--- src/rtl/pong_score_fsm.sv ---
`default_nettype none
// ============================================================================
// pong_score_fsm : miss detection, scoring and serve/point/game-over control.
// Optional feature macro: PONG_AUTO_SERVE_EN (timed automatic re-serve).
// Revision: 1.0
// ============================================================================
module pong_score_fsm #(
  parameter int GAME_WIDTH    = 40,
  parameter int GAME_HEIGHT   = 30,
  parameter int PADDLE_HEIGHT = 6,
  parameter int SCORE_LIMIT   = 9,
  parameter int SERVE_DELAY   = 25000000
) (
  input  logic       clock,
  input  logic       reset_n,
  input  logic       start,
  input  logic [5:0] ball_x,
  input  logic [5:0] ball_y,
  input  logic [5:0] p1_paddle_y,
  input  logic [5:0] p2_paddle_y,
  output logic       ball_run,
  output logic [3:0] p1_score,
  output logic [3:0] p2_score,
  output logic       point_pulse,
  output logic       game_over,
  output logic       winner
);

  if (SCORE_LIMIT < 1 || SCORE_LIMIT > 15 || GAME_WIDTH < 2 || GAME_WIDTH > 64 ||
      GAME_HEIGHT < 1 || GAME_HEIGHT > 64 || PADDLE_HEIGHT < 1 ||
      SERVE_DELAY < 1 || SERVE_DELAY > 33554432) begin : g_param_check
    $error("pong_score_fsm: parameter out of range");
  end

  localparam logic [6:0] PADDLE_SPAN = 7'(PADDLE_HEIGHT - 1);
  localparam logic [5:0] RIGHT_COL   = 6'(GAME_WIDTH - 1);
  localparam logic [3:0] LIMIT       = 4'(SCORE_LIMIT);

  typedef enum logic [2:0] {
    IDLE      = 3'd0,
    RUNNING   = 3'd1,
    POINT     = 3'd2,
    GAME_OVER = 3'd3
`ifdef PONG_AUTO_SERVE_EN
    , SERVE_WAIT = 3'd4
`endif
  } state_t;

  state_t     state;
  logic       start_prev;
  logic       scorer;       // 0 = P1 scored, 1 = P2 scored
  logic       start_edge;
  logic       hit_p1;
  logic       hit_p2;
  logic       miss_left;
  logic       miss_right;
  logic [3:0] scored_total;

`ifdef PONG_AUTO_SERVE_EN
  logic [24:0] serve_cnt;
`endif

  assign start_edge = start & ~start_prev;

  // Widened to 7 bits so a paddle hanging off the bottom edge cannot wrap.
  assign hit_p1 = ({1'b0, ball_y} >= {1'b0, p1_paddle_y}) &&
                  ({1'b0, ball_y} <= ({1'b0, p1_paddle_y} + PADDLE_SPAN));
  assign hit_p2 = ({1'b0, ball_y} >= {1'b0, p2_paddle_y}) &&
                  ({1'b0, ball_y} <= ({1'b0, p2_paddle_y} + PADDLE_SPAN));

  assign miss_left    = (ball_x == 6'd0) && !hit_p1;
  assign miss_right   = (ball_x == RIGHT_COL) && !hit_p2;
  assign scored_total = (scorer ? p2_score : p1_score) + 4'd1;

  always_ff @(posedge clock) begin
    if (!reset_n) begin
      state       <= IDLE;
      start_prev  <= 1'b1;
      scorer      <= 1'b0;
      ball_run    <= 1'b0;
      p1_score    <= 4'd0;
      p2_score    <= 4'd0;
      point_pulse <= 1'b0;
      game_over   <= 1'b0;
      winner      <= 1'b0;
`ifdef PONG_AUTO_SERVE_EN
      serve_cnt   <= 25'd0;
`endif
    end else begin
      start_prev <= start;
      case (state)
        IDLE: begin
          if (start_edge) begin
            state    <= RUNNING;
            ball_run <= 1'b1;
          end
        end
        RUNNING: begin
          if (miss_left || miss_right) begin
            state       <= POINT;
            scorer      <= miss_left;
            ball_run    <= 1'b0;
            point_pulse <= 1'b1;
          end
        end
        POINT: begin
          point_pulse <= 1'b0;
          if (scorer) begin
            p2_score <= scored_total;
          end else begin
            p1_score <= scored_total;
          end
          if (scored_total == LIMIT) begin
            state     <= GAME_OVER;
            game_over <= 1'b1;
            winner    <= scorer;
          end else begin
`ifdef PONG_AUTO_SERVE_EN
            state     <= SERVE_WAIT;
            serve_cnt <= 25'd0;
`else
            state     <= IDLE;
`endif
          end
        end
        GAME_OVER: begin
          if (start_edge) begin
            state     <= IDLE;
            p1_score  <= 4'd0;
            p2_score  <= 4'd0;
            game_over <= 1'b0;
            winner    <= 1'b0;
          end
        end
`ifdef PONG_AUTO_SERVE_EN
        SERVE_WAIT: begin
          if (start_edge || serve_cnt == 25'(SERVE_DELAY - 1)) begin
            state    <= RUNNING;
            ball_run <= 1'b1;
          end else begin
            serve_cnt <= serve_cnt + 25'd1;
          end
        end
`endif
        default: begin
          state    <= IDLE;
          ball_run <= 1'b0;
        end
      endcase
    end
  end

endmodule
`default_nettype wire
--- config.mk ---
export PLATFORM = sky130hd
export DESIGN_NAME = pong_score_fsm
export DESIGN_NICKNAME = d
export VERILOG_FILES = /design/src/rtl/pong_score_fsm.sv
export SDC_FILE = /design/constraint.sdc
export NUM_CORES = 1
export LEC_CHECK = 0
export ABC_AREA = 1
export BUFFER_PORTS_ARGS = -buffer_cell sky130_fd_sc_hd__buf_2
export CORE_MARGIN = 5
export CORE_UTILIZATION = 50
export CTS_BUF_LIST = sky130_fd_sc_hd__clkbuf_16
export DETAILED_ROUTE_END_ITERATION = 12
export PLACE_DENSITY_LB_ADDON = 0.1
export SLEW_MARGIN = 5
export SYNTH_ARGS = -nofsm -noshare
export SYNTH_HDL_FRONTEND = slang
export SYNTH_SLANG_ARGS = --single-unit
--- constraint.sdc ---
create_clock -name clock -period 2.4 [get_ports clock]
set_input_delay 0.48 -clock clock [delete_from_list [all_inputs] [get_ports clock]]
set_output_delay 0.48 -clock clock [all_outputs]
set_load 0.1 [all_outputs]
==> impl_metrics.json <==
{
  "status": "completed",
  "finalSetupTns_ps": 0,
  "diodes": 0,
  "synthSimpleGateAreaFrac_pct": 30.4,
  "hold_class": "primary input to flip-flop",
  "final_common_cell": "nand2_1",
  "slew_viol_final": 0,
  "synth-seq-area-share_pct": 19.2,
  "rsz0062_at_grt": "false",
  "io_buffers": 38,
  "start_kind": "primary input",
  "drt-initial-drc-count": 48,
  "crit_required_ps": 2580,
  "synth.area.mux_share_pct": 0,
  "via_per_inst": 4.73,
  "dp_cells": 328,
  "hpwl_mm": 2.95,
  "nets": 342,
  "synth_compound_area_share_pct": 13.5,
  "post-cts-setup-buffers": 0,
  "grt_pass1_vias": 1479,
  "reg2reg_to": "state[1]$_SDFFE_PN0P_",
  "antenna_found_initial": 0,
  "drt-wirelength-per-cell_um": 10.3,
  "drive_gt1_share_pct": 23.1,
  "io_pins": 39,
  "pwr-share-seq_pct": 31.1,
  "path_clk_slew_ps": 50,
  "synth_xor_area_share_pct": 4.20,
  "reg2reg_depth": 11,
  "post-route-min-period_ps": 2070,
  "drc_errors": 0,
  "switching_share_pct": 35.0,
  "grt_pass1_wl_mm": 5.97,
  "yosys.cell_types.count": 30,
  "peakVddDrop_mv": 0.229,
  "placedInstanceArea_um2": 1910,
  "path_class": "primary input to flip-flop",
  "grt_usage_pct": 16.4,
  "htree_levels": 1,
  "synth.cell_area_um2": 1670,
  "grt_max_degree": 12,
  "die-height_um": 67.7,
  "clkPwrFrac_pct": 33.9,
  "cp.arrival_ps": 2250,
  "fmax_mhz": 483,
  "synthToLayoutAreaGrowth_pct": 19.1,
  "crit_chain": "buf_2, inv_1, o21ai_1, nand3_1, xor2_1, ha_1, inv_1, nor2_1, nand2_1, nand2_1, inv_1, nand2_1, nand2_1, nand2_1, nand2_1, nand2_1, nand2_1, a21oi_1",
  "hold_viol": 0,
  "crit_path_frequent_cell": "nand2_1",
  "cp-end-kind": "flip-flop",
  "p_comb_share_pct": 35.0,
  "cts_tree": "yes",
  "cp_num_buf_inv": 4,
  "dieArea_um2": 4590,
  "cts_buffers": 3,
  "slew_headroom_pct": 67.6,
  "synth_top_family_by_area": "simple AND/OR/NAND/NOR gates",
  "die_x_um": 67.7,
  "maxCapViolCount": 0,
  "yosys_warnings": 0,
  "slowest_stage": "ha_1",
  "tightestPinTransition_ps": 489,
  "hold_buffers": 0,
  "max_stage_delay_ps": 300,
  "routed_wl_mm": 3.41,
  "fp.coreArea_um2": 3280,
  "hp-start": "start",
  "synth-seq-cells": 16,
  "final_area_um2": 1980,
  "avgSynthCellArea_um2": 6.80,
  "crit_fanout": 3,
  "rr_startpoint": "scorer$_SDFFE_PN0P_",
  "synth_area_leaders": "ha_1 21%, dfxtp_1 19%, nand2_1 13%",
  "final_cells": 332,
  "fin_crit_sh_pct": 86.3,
  "p_sw_w": 0.000333,
  "synth_cells": 245,
  "grt_overflow": 0,
  "cts-root-buf": "clkbuf_16",
  "rrSetupSlack_ps": 670,
  "synthAdderAreaFrac_pct": 21.0,
  "dr.pass1.iters": 4,
  "holdPathStages": 3,
  "gp_congestion": 0.816,
  "netlist.area_leader.share_pct": 21.0,
  "p_total_w": 0.000951,
  "mostFrequentLayoutCells": "56 x nand2_1, 43 x inv_1, 38 x buf_2",
  "clock_sinks": 16,
  "p_int_w": 0.000619,
  "setup_viol": 0,
  "syn_nets": 300,
  "rows": 21,
  "clock_latency_ps": 240,
  "hold_end": "start_prev$_SDFF_PN1_",
  "initial_core_util_pct": 50.7,
  "cts_buffer_depth": 2,
  "crit_family": "simple AND/OR/NAND/NOR gates",
  "vias": 1572,
  "postRouteAntennaNets": 0,
  "yosysTopAreaCell": "ha_1",
  "p_leak_nw": 1.09,
  "skew_ps": 5.18,
  "cellPowerDensity_nw_per_um2": 479
}
-- final cells by class --
class / count / area (um2)
Clock buffer: 3 / 75.1
Multi-Input combinational cell: 181 / 1150
Timing Repair Buffer: 39 / 198
Inverter: 46 / 178
Fill cell: 323 / 1300
Tap cell: 46 / 57.6
Clock inverter: 1 / 3.75
Sequential cell: 16 / 320
-- repair_timing --
item / 4_1_cts / 5_1_grt
endpoints found under the setup margin: 0 / 1
gates resized for setup: 0 / 2
hold endpoints to repair: 0 / 0
-- registers in the layout, summed over array words and instances, names as in the netlist --
| signal | flops |
|---|---|
| p2_score | 4 |
| start_prev | 1 |
| p1_score | 4 |
| scorer | 1 |
| winner | 1 |
| state | 2 |
| ball_run | 1 |
| point_pulse | 1 |
| game_over | 1 |
-- how the worst max path moves through the flow --
stage,from,end,cells after the start
5_1_grt,p1_paddle_y[0],scorer$_SDFFE_PN0P_,19
6_report,p2_paddle_y[0],scorer$_SDFFE_PN0P_,18
3_5_place_dp,p2_paddle_y[0],scorer$_SDFFE_PN0P_,18
2_1_floorplan,p1_paddle_y[1],ball_run$_SDFFE_PN0P_,17
3_3_place_gp,p2_paddle_y[0],scorer$_SDFFE_PN0P_,18
4_1_cts,p2_paddle_y[0],scorer$_SDFFE_PN0P_,18
-- power groups by stage --
stage / Clock, W / Sequential (W) / Combinational (W)
3_3_place_gp: 0 / 0.000301 / 0.000331
6_report: 0.000322 / 0.000296 / 0.000333
2_1_floorplan: 0 / 0.000348 / 0.000202
4_1_cts: 0.000326 / 0.000295 / 0.000335
3_5_place_dp: 0 / 0.000301 / 0.000333
5_1_grt: 0.000334 / 0.000298 / 0.000385
-- tightest hold or removal path: cells and delay by family --
| family | cells | cell delay [ps] |
|---|---|---|
| and+or+nand+nor | 1 | 50 |
| buffers and inverters | 2 | 110 |
-- stage by stage --
stage	utilization (%)	hold WS (ps)	setup slack, ps
2_1_floorplan	-	476	256
3_3_place_gp	58.0	453	1.64
3_5_place_dp	58.0	452	4.40
4_1_cts	60.4	430	239
5_1_grt	60.4	453	33.7
6_report	60.4	428	329
-- per-layer routing --
| layer | track usage (%) | vias to the layer above | wire length, um |
|---|---|---|---|
| li1 | - | 870 | - |
| met1 | 19.0 | 668 | 1510 |
| met2 | 30.6 | 30 | 1710 |
| met3 | 2.66 | 4 | 160 |
| met4 | 4.30 | 0 | 30 |
| met5 | 0 | - | 0 |
-- kinds of logic after synthesis --
group	Yosys count
AO/OA/AOI/OAI	41
adder cells (fa/ha/maj)	28
flip-flops	16
buffers and inverters	48
AND/OR/NAND/NOR	104
XOR/XNOR	8
-- cell usage after synthesis --
cell type and n:
a21boi_0 2, a21o_1 1, a21oi_1 21, a21oi_2 1, buf_2 1, buf_6 1
dfxtp_1 16, ha_1 28, inv_1 43, inv_2 2, inv_6 1, nand2_1 56
nand2_2 8, nand2_4 3, nand3_1 8, nand3_2 2, nand3b_1 1, nand4_1 3
nand4_2 1, nor2_1 16, nor2_2 1, nor2_4 2, nor4_2 1, o211ai_1 1
o21a_1 1, o21ai_0 13, o21ai_2 1, or2_1 1, or2_2 1, xor2_1 8
Power figures use the tool's default switching activity.
